<file path="src/rtl/dataplane_pkg.sv">
// Shared dataplane constants, TX framer state encoding and small helpers.
package dataplane_pkg;

  localparam logic [15:0] ETH_TYPE_IPV4 = 16'h0800;
  localparam logic [7:0]  IP_PROTO_UDP  = 8'd17;
  localparam int          TX_HDR_BYTES  = 42;

  typedef enum logic [2:0] {
    IDLE  = 3'd0,
    CSUM  = 3'd1,
    HDR   = 3'd2,
    MERGE = 3'd3,
    FLUSH = 3'd4
  } tx_state_e;

  function automatic logic [3:0] popcount8(input logic [7:0] v);
    logic [3:0] c;
    c = 4'd0;
    for (int i = 0; i < 8; i++) begin
      c = c + {3'd0, v[i]};
    end
    return c;
  endfunction

endpackage

</file>
<file path="src/rtl/ip_csum.sv">
// Combinational IPv4 header checksum over ten 16-bit words; the caller
// supplies the checksum field itself as zero.
module ip_csum (
  input  logic [159:0] words,
  output logic [15:0]  csum
);

  logic [19:0] sum_s;
  logic [16:0] fold1_s;
  logic [15:0] fold2_s;

  // Wide sum, then two end-around carry folds and inversion.
  always_comb begin
    sum_s = 20'd0;
    for (int i = 0; i < 10; i++) begin
      sum_s = sum_s + {4'd0, words[16*i +: 16]};
    end
    fold1_s = {1'b0, sum_s[15:0]} + {13'd0, sum_s[19:16]};
    fold2_s = fold1_s[15:0] + {15'd0, fold1_s[16]};
    csum    = ~fold2_s;
  end

endmodule

</file>
<file path="src/rtl/udp_tx_framer.sv">
// Builds Ethernet/IPv4/UDP frames: 42-byte header followed by the payload
// shifted by two bytes onto a 64-bit AXI-Stream master.
module udp_tx_framer
  import dataplane_pkg::*;
#(
  parameter int DATA_WIDTH = 64,
  parameter int TTL        = 64
) (
  input  logic                    clk,
  input  logic                    rst_n,
  input  logic                    start,
  output logic                    busy,
  input  logic [47:0]             dst_mac,
  input  logic [47:0]             src_mac,
  input  logic [31:0]             src_ip,
  input  logic [31:0]             dst_ip,
  input  logic [15:0]             src_port,
  input  logic [15:0]             dst_port,
  input  logic [15:0]             payload_len,
  input  logic                    s_tvalid,
  output logic                    s_tready,
  input  logic [DATA_WIDTH-1:0]   s_tdata,
  input  logic [DATA_WIDTH/8-1:0] s_tkeep,
  input  logic                    s_tlast,
  output logic                    m_tvalid,
  input  logic                    m_tready,
  output logic [DATA_WIDTH-1:0]   m_tdata,
  output logic [DATA_WIDTH/8-1:0] m_tkeep,
  output logic                    m_tlast,
  output logic                    len_err
);

  localparam logic [7:0] TTL_BYTE = 8'(TTL);

  tx_state_e state_r, state_s;
  logic [2:0]  hdr_cnt_r, hdr_cnt_s;
  logic [15:0] residue_r, residue_s;
  logic [7:0]  flush_keep_r, flush_keep_s;
  logic [15:0] byte_cnt_r, byte_cnt_s;
  logic        busy_r, busy_s;
  logic [15:0] ident_r, ident_s;
  logic [DATA_WIDTH-1:0]   m_tdata_r, m_tdata_s;
  logic [DATA_WIDTH/8-1:0] m_tkeep_r, m_tkeep_s;
  logic        m_tvalid_r, m_tvalid_s, m_tlast_r, m_tlast_s;
  logic        len_err_r, len_err_s, s_tready_s;

  logic [47:0] dst_mac_r, src_mac_r;
  logic [31:0] src_ip_r, dst_ip_r;
  logic [15:0] src_port_r, dst_port_r, payload_len_r, csum_r;

  logic        accept_s, ld_s;
  logic [3:0]  n_s;
  logic [15:0] cnt_sum_s, total_len_s, udp_len_s, csum_s;
  logic [8:0]  last_mask_s;
  logic [TX_HDR_BYTES*8-1:0] hdr_be_s;
  logic [63:0] hdr_beat_s;

  assign accept_s    = start && !busy_r && (state_r == IDLE);
  assign ld_s        = !m_tvalid_r || m_tready;
  assign n_s         = popcount8(s_tkeep);
  assign cnt_sum_s   = byte_cnt_r + {12'd0, n_s};
  assign last_mask_s = (9'd1 << (n_s + 4'd2)) - 9'd1;
  assign total_len_s = payload_len_r + 16'd28;
  assign udp_len_s   = payload_len_r + 16'd8;

  ip_csum u_ip_csum (
    .words ({16'h4500, total_len_s, ident_r, 16'h4000, TTL_BYTE, IP_PROTO_UDP,
             16'h0000, src_ip_r, dst_ip_r}),
    .csum  (csum_s)
  );

  // Header in wire order: frame byte 0 is the most significant byte here.
  assign hdr_be_s = {dst_mac_r, src_mac_r, ETH_TYPE_IPV4, 8'h45, 8'h00, total_len_s,
                     ident_r, 16'h4000, TTL_BYTE, IP_PROTO_UDP, csum_r, src_ip_r,
                     dst_ip_r, src_port_r, dst_port_r, udp_len_s, 16'h0000};

  // Pick the eight header bytes of the current header beat.
  always_comb begin
    hdr_beat_s = 64'd0;
    for (int k = 0; k < 8; k++) begin
      hdr_beat_s[8*k +: 8] = hdr_be_s[TX_HDR_BYTES*8 - 1 - 8*(8*int'(hdr_cnt_r) + k) -: 8];
    end
  end

  // Next-state and next-output logic for the framer.
  always_comb begin
    state_s      = state_r;
    hdr_cnt_s    = hdr_cnt_r;
    residue_s    = residue_r;
    flush_keep_s = flush_keep_r;
    byte_cnt_s   = byte_cnt_r;
    busy_s       = busy_r;
    ident_s      = ident_r;
    m_tdata_s    = m_tdata_r;
    m_tkeep_s    = m_tkeep_r;
    m_tvalid_s   = m_tvalid_r;
    m_tlast_s    = m_tlast_r;
    len_err_s    = 1'b0;
    s_tready_s   = 1'b0;
    if (m_tvalid_r && m_tready) begin
      m_tvalid_s = 1'b0;
      if (m_tlast_r) begin
        busy_s  = 1'b0;
        ident_s = ident_r + 16'd1;
      end else begin
        busy_s  = busy_r;
      end
    end else begin
      m_tvalid_s = m_tvalid_r;
    end
    case (state_r)
      IDLE: begin
        if (accept_s) begin
          state_s   = CSUM;
          busy_s    = 1'b1;
          hdr_cnt_s = 3'd0;
        end else begin
          state_s   = IDLE;
        end
      end
      CSUM: begin
        // Beat 0 carries only MACs, so it goes out while the checksum registers.
        m_tdata_s  = hdr_beat_s;
        m_tkeep_s  = 8'hFF;
        m_tlast_s  = 1'b0;
        m_tvalid_s = 1'b1;
        hdr_cnt_s  = 3'd1;
        state_s    = HDR;
      end
      HDR: begin
        if (ld_s) begin
          m_tdata_s  = hdr_beat_s;
          m_tkeep_s  = 8'hFF;
          m_tlast_s  = 1'b0;
          m_tvalid_s = 1'b1;
          if (hdr_cnt_r == 3'd4) begin
            state_s    = MERGE;
            residue_s  = {hdr_be_s[7:0], hdr_be_s[15:8]};
            byte_cnt_s = 16'd0;
          end else begin
            hdr_cnt_s  = hdr_cnt_r + 3'd1;
          end
        end else begin
          state_s = HDR;
        end
      end
      MERGE: begin
        s_tready_s = ld_s;
        if (s_tvalid && ld_s) begin
          m_tdata_s  = {s_tdata[47:0], residue_r};
          m_tkeep_s  = 8'hFF;
          m_tlast_s  = 1'b0;
          m_tvalid_s = 1'b1;
          residue_s  = s_tdata[63:48];
          byte_cnt_s = cnt_sum_s;
          if (s_tlast) begin
            len_err_s = (cnt_sum_s != payload_len_r);
            if (n_s <= 4'd6) begin
              m_tkeep_s = last_mask_s[7:0];
              m_tlast_s = 1'b1;
              state_s   = IDLE;
            end else begin
              flush_keep_s = (n_s == 4'd7) ? 8'h01 : 8'h03;
              state_s      = FLUSH;
            end
          end else begin
            state_s = MERGE;
          end
        end else begin
          state_s = MERGE;
        end
      end
      FLUSH: begin
        if (ld_s) begin
          m_tdata_s  = (flush_keep_r == 8'h01) ? {56'd0, residue_r[7:0]} : {48'd0, residue_r};
          m_tkeep_s  = flush_keep_r;
          m_tlast_s  = 1'b1;
          m_tvalid_s = 1'b1;
          state_s    = IDLE;
        end else begin
          state_s = FLUSH;
        end
      end
      default: begin
        state_s = IDLE;
      end
    endcase
  end

  // Framer state and output registers.
  always_ff @(posedge clk or negedge rst_n) begin
    if (!rst_n) begin
      state_r      <= IDLE;
      hdr_cnt_r    <= 3'd0;
      residue_r    <= 16'd0;
      flush_keep_r <= 8'd0;
      byte_cnt_r   <= 16'd0;
      busy_r       <= 1'b0;
      ident_r      <= 16'd0;
      m_tdata_r    <= 64'd0;
      m_tkeep_r    <= 8'd0;
      m_tvalid_r   <= 1'b0;
      m_tlast_r    <= 1'b0;
      len_err_r    <= 1'b0;
    end else begin
      state_r      <= state_s;
      hdr_cnt_r    <= hdr_cnt_s;
      residue_r    <= residue_s;
      flush_keep_r <= flush_keep_s;
      byte_cnt_r   <= byte_cnt_s;
      busy_r       <= busy_s;
      ident_r      <= ident_s;
      m_tdata_r    <= m_tdata_s;
      m_tkeep_r    <= m_tkeep_s;
      m_tvalid_r   <= m_tvalid_s;
      m_tlast_r    <= m_tlast_s;
      len_err_r    <= len_err_s;
    end
  end

  // Header fields captured on accept; checksum registered in CSUM.
  always_ff @(posedge clk or negedge rst_n) begin
    if (!rst_n) begin
      dst_mac_r     <= 48'd0;
      src_mac_r     <= 48'd0;
      src_ip_r      <= 32'd0;
      dst_ip_r      <= 32'd0;
      src_port_r    <= 16'd0;
      dst_port_r    <= 16'd0;
      payload_len_r <= 16'd0;
      csum_r        <= 16'd0;
    end else begin
      if (accept_s) begin
        dst_mac_r     <= dst_mac;
        src_mac_r     <= src_mac;
        src_ip_r      <= src_ip;
        dst_ip_r      <= dst_ip;
        src_port_r    <= src_port;
        dst_port_r    <= dst_port;
        payload_len_r <= payload_len;
      end
      if (state_r == CSUM) begin
        csum_r <= csum_s;
      end
    end
  end

  assign busy     = busy_r;
  assign s_tready = s_tready_s;
  assign m_tvalid = m_tvalid_r;
  assign m_tdata  = m_tdata_r;
  assign m_tkeep  = m_tkeep_r;
  assign m_tlast  = m_tlast_r;
  assign len_err  = len_err_r;

endmodule
</file>
<file path="config.mk">
export PLATFORM = sky130hd
export DESIGN_NAME = udp_tx_framer
export DESIGN_NICKNAME = d
export VERILOG_FILES = /design/src/rtl/dataplane_pkg.sv /design/src/rtl/ip_csum.sv /design/src/rtl/udp_tx_framer.sv
export SDC_FILE = /design/constraint.sdc
export NUM_CORES = 1
export LEC_CHECK = 0
export ABC_AREA = 1
export BUFFER_PORTS_ARGS = -buffer_cell sky130_fd_sc_hd__buf_2
export CAP_MARGIN = 40
export CORE_MARGIN = 3
export CORE_UTILIZATION = 63
export CTS_BUF_LIST = sky130_fd_sc_hd__clkbuf_4 sky130_fd_sc_hd__clkbuf_8
export DETAILED_ROUTE_END_ITERATION = 10
export HOLD_SLACK_MARGIN = 0.08
export PLACE_DENSITY = 0.88
export RECOVER_POWER = 50
export SYNTH_ARGS = -nofsm -noshare
export SYNTH_HDL_FRONTEND = slang
export SYNTH_SLANG_ARGS = --single-unit
</file>
<file path="constraint.sdc">
create_clock -name clk -period 12.75 [get_ports clk]
set_input_delay 1.9125 -clock clk [delete_from_list [all_inputs] [get_ports clk]]
set_output_delay 1.9125 -clock clk [all_outputs]
set_load 0.03 [all_outputs]
</file>
Yosys cells after proc, flatten, opt, wreduce, memory -nomap -nowiden
Cells that the tools add are included.
W data, S select, Z words.
- add/sub/neg operators: 39
- magnitude comparators: 1
- $mul: 0
- bitwise gates (word level): 2
- shift operators: 9
- reductions and logical operators: 17
- equal/unequal tests: 15
- divide/modulo/power cells: 0
- multiplexer cells: 48
- operator list (kind ; number):
    $shiftx A343 B11 Y8 ; 7
    $shiftx A343 B10 Y8 ; 1
    $pmux W64 S4 ; 1
    $mux W64 ; 3
    $add A20 B16 Y20 ; 4
    $mux W16 ; 5
    $sub A9 B10 Y11 const A ; 7
    $pmux W16 S2 ; 2
    $add A20 B15 Y20 const B ; 3
    $mux W8 ; 5
    $pmux W8 S4 ; 1
    $add A6 B3 Y7 const B ; 4
    $mux W3 ; 9
    $add A16 B16 Y17 ; 1
    $add A16 B4 Y17 ; 1
    $mux W1 ; 17
    $add A16 B1 Y16 ; 1
    $add A16 B1 Y16 const B ; 1
    $add A16 B4 Y16 ; 1
    $add A16 B4 Y16 const B ; 1
    $add A16 B5 Y16 const B ; 1
    $add A4 B1 Y4 ; 4
    $ne A16 B16 Y1 ; 1
    $not A16 Y16 ; 1
    other kinds (34) ; 49
- ROM bits: 0
- logic and storage cells: 151
- memory bits (writable): 0
- output and inout port bits: 77
- memories kept: 0
- input port bits: 286
- bits in latches: 0
- flip-flop bits (word level): 362

Longest topological paths before layout
Gate-level depths: netlist (run 1).
- depth in word-level cells: 14
- depth in mapped cells: 51
- mapped depth without buffers: 51

Modules after synthesis
Synthesis (run 1) repeated with hierarchy kept, for this count alone.
- cells, all modules: 2918
- area total of the unflattened synthesis: 22903.2 µm²
- modules (own cells, without submodules) (module ; seq. area each (µm²) ; cells each ; instances ; area an instance (µm²)):
    udp_tx_framer ; 8908.5 ; 2261 ; 1 ; 17738.3
    ip_csum ; 0.0 ; 657 ; 1 ; 5165.0

Worst setup path before layout (run 1)
Ideal clock, no wire load.
- path type: register to register
- start point: register dst_ip_r[0]
- end point: register csum_r[12]
- library setup time: 0.117 ns
- slack: 5.188 ns
- path buffers: 0
- stages on the path, launching flop included: 48
- required time: 12.633 ns
- arrival time: 7.445 ns
- clock period less this slack: 7.562 ns
- cells stage by stage: dfrtp_1 > ha_1 > fa_1 > a21oi_1 > o21bai_1 > nand2_1 > o211ai_1 > a31oi_1 > o21ai_0 > xor2_1 > fa_1 > inv_1 > fa_1 > fa_1 > inv_1 > ha_1 > nand2_1 > inv_1 > (+12 left out) > nor2_4 > nand4_1 > inv_1 > nand3_1 > nor2_1 > ha_1 > nand2_1 > nor2_1 > nand3_1 > nor2_1 > nand3_1 > inv_2 > nand3_2 > nor2_4 > nand3_2 > or2_0 > nand3_2 > o21ai_2
- word-level cells in the longest chain between the ends: 11
- ends and longest elaborated chain (item ; RTL line ; text):
    start, declared ; udp_tx_framer.sv:48 ; logic [31:0] src_ip_r, dst_ip_r;
    start signal, assigned ; udp_tx_framer.sv:237 ; dst_ip_r <= dst_ip;
    $add A16 B16 Y17 ; ip_csum.sv:16 ; sum_s = sum_s + {4'd0, words[16*i +: 16]};
    $add A20 B16 Y20 (2 in series) ; ip_csum.sv:16 ;
    $add A20 B15 Y20 (2 in series) ; ip_csum.sv:16 ;
    $add A20 B16 Y20 (2 in series) ; ip_csum.sv:16 ;
    $add A20 B15 Y20 ; ip_csum.sv:16 ;
    $add A16 B4 Y17 ; ip_csum.sv:18 ; fold1_s = {1'b0, sum_s[15:0]} + {13'd0, sum_s[19:16]};
    $add A16 B1 Y16 ; ip_csum.sv:19 ; fold2_s = fold1_s[15:0] + {15'd0, fold1_s[16]};
    $not A16 Y16 ; ip_csum.sv:20 ; csum = ~fold2_s;
    end signal, assigned ; udp_tx_framer.sv:243 ; csum_r <= csum_s;
    end, declared ; udp_tx_framer.sv:49 ; logic [15:0] src_port_r, dst_port_r, payload_len_r, csum_r;
No other way between the ends.
A chain may end at the register's enable or synchronous reset.

Final worst setup path (run 1)
- start point: input start
- end point: register src_mac_r[28]
- word-level cells in the longest chain between the ends: 2
- ends and longest elaborated chain (item ; RTL line ; text):
    start, declared ; udp_tx_framer.sv:11 ; input logic start,
    $logic_and A1 B1 Y1 (2 in series) ; udp_tx_framer.sv:58 ; assign accept_s = start && !busy_r && (state_r == IDLE);
    end signal, assigned ; udp_tx_framer.sv:235 ; src_mac_r <= src_mac;
    end, declared ; udp_tx_framer.sv:47 ; logic [47:0] dst_mac_r, src_mac_r;
No other way between the ends.

==> results of run 1 <==
-- per-layer routing --
metal,wire (um),vias up,track usage [%]
met5,27,-,0
met4,4890,4,23.4
met3,6810,275,7.17
met2,32400,1274,61.9
met1,26800,9590,50.8
li1,-,9303,-
-- worst paths after layout --
kind	to	slack, ps	cells past startpoint
min in group asynchronous	dst_mac_r[40]	3710	1
max reg2reg	csum_r[12]	4080	47
max in group asynchronous	len_err	3740	2
min	dst_mac_r[13]	470	2
max	src_mac_r[28]	3320	10
min reg2reg	dst_mac_r[13]	470	2
-- layout by cell type, fill, tap and decap left out, types with 11 or more instances in the layout --
master and n:
a21oi_1 160, a221oi_1 16, a22oi_1 23, buf_2 360, buf_4 14, clkbuf_4 16
clkbuf_8 76, dfrtp_1 356, fa_1 55, ha_1 74, inv_1 324, inv_2 11
nand2_1 802, nand2_2 20, nand3_1 88, nand4_1 15, nor2_1 118, nor3_1 30
o211ai_1 13, o21ai_0 248, o22ai_1 19, o311ai_0 14, xnor2_1 11, xor2_1 63
-- kinds of logic (layout without fill, tap and decap cells) --
| kind of cell | after synthesis | after routing | synth area share (%) |
|---|---|---|---|
| XOR/XNOR | 78 | 78 | 3.44 |
| adder cells (fa/ha/maj) | 130 | 130 | 9.66 |
| multiplexers | 1 | 1 | 0.0474 |
| other | 0 | 5 | 0 |
| AND/OR/NAND/NOR | 1116 | 1116 | 21.9 |
| flip-flops | 356 | 356 | 42.2 |
| AO/OA/AOI/OAI | 540 | 540 | 14.5 |
| buffers and inverters | 455 | 830 | 8.28 |
-- worst register-to-register path: cells and delay by family, from the launching register on --
family,cells,cell delay (ps)
adders and majority gates,8,3170
and+or+nand+nor,21,2540
AOI/OAI and AO/OA,10,1600
buffers and inverters,6,410
DFF,1,400
xor gates and xnor gates,2,390
-- metrics by stage --
stage / utilization [%] / hold WS (ps)
floorplan: - / 434
global placement: 70.9 / 449
detailed placement: 71.0 / 454
CTS: 75.0 / 469
global route: 74.9 / 491
finish: 74.9 / 469
-- layout make-up --
| cell class | instances | area [sq um] |
|---|---|---|
| Multi-Input combinational cell | 1865 | 10500 |
| Clock inverter | 13 | 146 |
| Tap cell | 442 | 553 |
| Sequential cell | 356 | 8910 |
| Fill cell | 2441 | 8230 |
| Clock buffer | 92 | 1170 |
| Timing Repair Buffer | 384 | 2010 |
| Inverter | 341 | 1280 |
| Antenna cell | 5 | 12.5 |
-- sequential cells by signal, summed over array words and instances (netlist names), 2 cells and up --
signal	flops
m_tdata	64
dst_mac_r	48
src_mac_r	48
dst_ip_r	32
src_ip_r	32
byte_cnt_r	16
csum_r	16
dst_port_r	16
ident_r	16
payload_len_r	16
residue_r	16
src_port_r	16
m_tkeep	8
hdr_cnt_r	3
state_r	3
flush_keep_r	2
==> summary.md, run 1 <==
| Metric | Value |
|---|---|
| HP Class | flip-flop to flip-flop |
| I/O pin cnt | around 360 |
| Clock Sinks | 356 |
| Number of synthesized register bits | approximately 360 |
| Inst Count DP | around 3400 |
| CP endpoint kind | flip-flop |
| Initial DRC Count | 2241 |
| Synth warn | 0 |
| Max Root-Sink Buffers | 3 |
| Synth top cells by count | nand2_1 (802), dfrtp_1 (356), inv_1 (325) |
| Largest cells by area after synthesis | dfrtp_1 (42%), nand2_1 (14%), o21ai_0 (5.9%) |
| DIE AREA | 35800 sq um |
| # hold bufs at CTS | 0 |
| Final Max Tran Viols | 406 |
| Setup TNS | 0 ps |
| Failing checks | max-capacitance violations, max-slew violations |
| Post-synthesis sequential area ratio | 42.2% |
| DRT Wirelength | 71000 um |
| Placed Area | roughly 23000 sq um |
| Rows | 66 |
| Post-DP HPWL | 53300 um |
| Worst EP required | 13250 ps |
| DP Worst Slack | 4250 ps |
| Via-to-Cell Ratio | about 5.8 |
| Final Cycle Share | around three quarters |
| Vias in the first global route | roughly 20000 |
| Mapped Cells | approximately 2700 |
| # H-tree levels | 2 |
| Max Freq | 106 MHz |
| Final setup violation count | 0 |
| Total CTS buffers | 58 |
| Mapped Area | about 21000 sq um |
| GRT overflow | 0 |
| Yosys top cell area share | a little over two fifths |
| Crit path kind | input port to flip-flop |
| Area leader, netlist | dfrtp_1 |
| Nets | around 3400 |
| Slowest library cell on the worst path | clkbuf_1 |
| Clock Latency Late Sink | about 670 ps |
| Largest delay contributor family on the critical path | buffers and inverters |
| Post-synthesis net count | between 3000 and 4000 |
| Worst Tran Pin Value | between 6000 and 7000 ps |
| Wire per inst | between 20 and 25 um |
| CP peak stage delay | between 4000 and 5000 ps |
| Final WS setup | 3320 ps |
| Maxcap violations | 3 |
| Main synth FF type | dfrtp_1 |
| Gates resized, CTS repair | 0 |
| Crit path from | start |
| CP bufs+invs | 6 |
| Critical path data arrival time | 9930 ps |
| Worst-path cell chain | buf_2 -> inv_1 -> nor2_1 -> inv_1 -> nor3_1 -> clkbuf_1 -> inv_4 -> buf_4 -> nand2_1 -> nand2_1 |
| CP max FO | between 150 and 200 |
| First drt pass iteration count | 6 |
| Synth cell types | between 60 and 70 |
| Setup Skew | around 33 ps |
| Clock tree from TritonCTS | yes |
| Core area | around 33000 sq um |
| Layout cells sized above 1 | roughly 18% |
| Initial antenna violation count | 7 |
| Chip Height | 189 um |
| Number of flops mapped to enable cells by yosys | 0 |
| DRC | 0 |
| Via count | 20400 |
| Layout Cell Area excl Fill | between 20000 and 25000 sq um |
| Area growth, synth to finish | 16.2% |
| CTS clk-pin slew, worst paths | roughly 60 ps |
| Clock root buffer | clkbuf_8 |
| Asr flop ratio synth | between 90% and 100% |
| Count leader, synth | nand2_1 |
| Final hold viol count | 0 |
| Reg2reg start | dst_ip_r[16] |
| Final min period | between 9000 and 10000 ps |
| Largest net degree at the start of global routing | between 150 and 200 |
| Initial core utilization | between 60% and 70% |
| Post-Layout Cell Count | ~3500 |
| Aggregate global-route resource usage | around 39% |
| RSZ-0062 raised after global routing | no |
| Postcts setup bufs | 0 |
| Critical Path Start Type | input port |
| Worst slew margin | -345% |
| Post-route ant nets | 0 |
| Die width | between 150 and 200 um |
| GPL Wtd Cong | 0.994 |
| First-pass GRT wire length | 109000 um |
| Syn Area/Cell | between 7 and 8 sq um |
| Status | finished, violations left |
| Hold Crit Start | dst_mac_r[13] |
| Port Buffers | roughly 360 |
Power of run 1 is left out: the tool's default activity adds up to more than one toggle a clock period on the data nets, which glitch-free logic cannot reach.
==> run 2: changes to the inputs <==
--- a/config.mk
+++ b/config.mk
@@ -9,11 +9,11 @@
 export BUFFER_PORTS_ARGS = -buffer_cell sky130_fd_sc_hd__buf_2
 export CAP_MARGIN = 40
 export CORE_MARGIN = 3
-export CORE_UTILIZATION = 63
+export CORE_UTILIZATION = 53
 export CTS_BUF_LIST = sky130_fd_sc_hd__clkbuf_4 sky130_fd_sc_hd__clkbuf_8
 export DETAILED_ROUTE_END_ITERATION = 10
 export HOLD_SLACK_MARGIN = 0.08
-export PLACE_DENSITY = 0.88
+export PLACE_DENSITY = 0.79
 export RECOVER_POWER = 50
 export SYNTH_ARGS = -nofsm -noshare
 export SYNTH_HDL_FRONTEND = slang
==> constraint.sdc (replaced) <==
create_clock -name clk -period 8.5 [get_ports clk]
set_input_delay 1.275 -clock clk [delete_from_list [all_inputs] [get_ports clk]]
set_output_delay 1.275 -clock clk [all_outputs]
set_load 0.03 [all_outputs]
==> summary.md, run 2 (same netlist as run 1, synthesis figures left out) <==
| Metric | Value |
|---|---|
| HP Class | flip-flop to flip-flop |
| Die width | slightly above 200 um |
| Most frequent cells in the layout | nand2_1 (799), buf_2 (360), dfrtp_1 (355) |
| Area growth, synth to finish | 17.8% |
| Slowest library cell on the worst path | fa_1 |
| I/O pin cnt | between 300 and 400 |
| CTS clk-pin slew, worst paths | ~70 ps |
| Max Root-Sink Buffers | 3 |
| Clock root buffer | clkbuf_8 |
| First drt pass iteration count | 7 |
| DRC | 0 |
| Post-DP HPWL | between 50000 and 60000 um |
| Final min period | 8000 ps |
| Crit path kind | flip-flop to flip-flop |
| Number of flip-flops in the largest register | 64 |
| Largest net degree at the start of global routing | between 150 and 200 |
| CP max FO | 5 |
| Filler Cells Inserted | 3421 |
| Via-to-Cell Ratio | between 5 and 6 |
| Total CTS buffers | between 50 and 60 |
| Initial core utilization | 54.2% |
| Clock Latency Late Sink | roughly 660 ps |
| DIE AREA | around 42000 sq um |
| Vias in the first global route | about 20000 |
| Wire per inst | 19.8 um |
| Layout cells sized above 1 | 19.3% |
| Core area | roughly 40000 sq um |
| Final Cycle Share | between 90 and 100% |
| Initial antenna violation count | 7 |
| Nets | 3428 |
| Clock Sinks | between 300 and 400 |
| Critical path data arrival time | approximately 8500 ps |
| Max Freq | 125 MHz |
| Critical Path Start Type | flip-flop |
| Failing checks | max-capacitance violations, max-slew violations |
| Final setup violation count | 0 |
| Final Max Tran Viols | roughly 280 |
| Initial DRC Count | between 2000 and 2500 |
| Largest delay contributor family on the critical path | adder cells |
| Final hold viol count | 0 |
| Most common cell after layout, fill and taps aside | nand2_1 |
| Clock tree from TritonCTS | yes |
| CP peak stage delay | ~550 ps |
| GRT overflow | 0 |
| Final WS setup | 496 ps |
| Setup Skew | 33.4 ps |
| Status | finished, violations left |
| CP bufs+invs | 7 |
| Aggregate global-route resource usage | between 30% and 40% |
| Port Buffers | 362 |
| DRT Wirelength | approximately 71000 um |
| # H-tree levels | 2 |
| Worst Tran Pin Value | around 5600 ps |
| Worst EP required | between 9000 and 10000 ps |
| Post-route ant nets | 0 |
| Maxcap violations | 4 |
| DP Worst Slack | 57.8 ps |
| First-pass GRT wire length | between 100000 and 150000 um |
| Rows | just over 70 |
| GPL Wtd Cong | a little under 1 |
| Via count | ~20000 |
| Chip Height | about 200 um |
| CP endpoint kind | flip-flop |
| Worst slew margin | -271% |
run 2: cell count changes in the layout (fill, tap and decap cells not counted), sizes merged:
cell and delta:
diode +2, clkbuf -3, bufinv +2, clkinvlp +1
buf +5
run 2: layout make-up:
class / count / area [sq um] / share of cell area [%]
Sequential cell: 356 / 8910 / 35.8
Timing Repair Buffer: 389 / 2040 / 8.19
Antenna cell: 7 / 17.5 / 0.0704
Tap cell: 518 / 648 / 2.60
Clock inverter: 16 / 224 / 0.900
Clock buffer: 89 / 1100 / 4.42
Inverter: 341 / 1280 / 5.15
Multi-Input combinational cell: 1865 / 10700 / 42.9
run 2: worst register-to-register path: cells and delay by family (launching register included):
family / cells / cell delay [ps]
compound gates: 7 / 980
xor+xnor: 2 / 330
fa+ha+maj: 9 / 3140
buf+inv: 7 / 480
flops: 1 / 400
simple gates: 22 / 2560
run 2: repair_timing:
action	in CTS	in global routing
setup buffers	0	5
setup endpoints to repair	0	10
hold buffers	0	0
gates resized for setup	0	41
run 2: worst paths after layout:
kind	cells after the start	slack, ps	endpoint	startpoint
max	47	500	csum_r[12]	dst_ip_r[16]
min	2	470	src_mac_r[41]	src_mac_r[41]
max reg2reg	47	500	csum_r[12]	dst_ip_r[16]
min reg2reg	2	470	src_mac_r[41]	src_mac_r[41]
max in group asynchronous	3	1690	m_tkeep[2]	rst_n
min in group asynchronous	1	2630	src_mac_r[28]	rst_n
run 2: per-stage QoR:
| step | TNS (ps) | hold WS [ps] | cells | instance area [sq um] | util [%] |
|---|---|---|---|---|---|
| floorplan | 0 | 434 | 2676 | 21100 | - |
| global placement | 0 | 449 | 3460 | 23300 | 59.7 |
| detailed placement | 0 | 453 | 3464 | 23400 | 60.0 |
| CTS | 0 | 470 | 3569 | 24700 | 63.4 |
| global route | -75.8 | 486 | 3577 | 24900 | 63.8 |
| finish | 0 | 469 | 3581 | 24900 | 63.8 |
run 2: routing by layer:
| metal | wire length (um) | track usage (%) |
|---|---|---|
| met2 | 33000 | 52.6 |
| met3 | 6000 | 5.58 |
| met1 | 28500 | 43.9 |
| met4 | 3220 | 14.3 |
| met5 | 34 | 0 |
Power of run 2 is left out for the same reason.
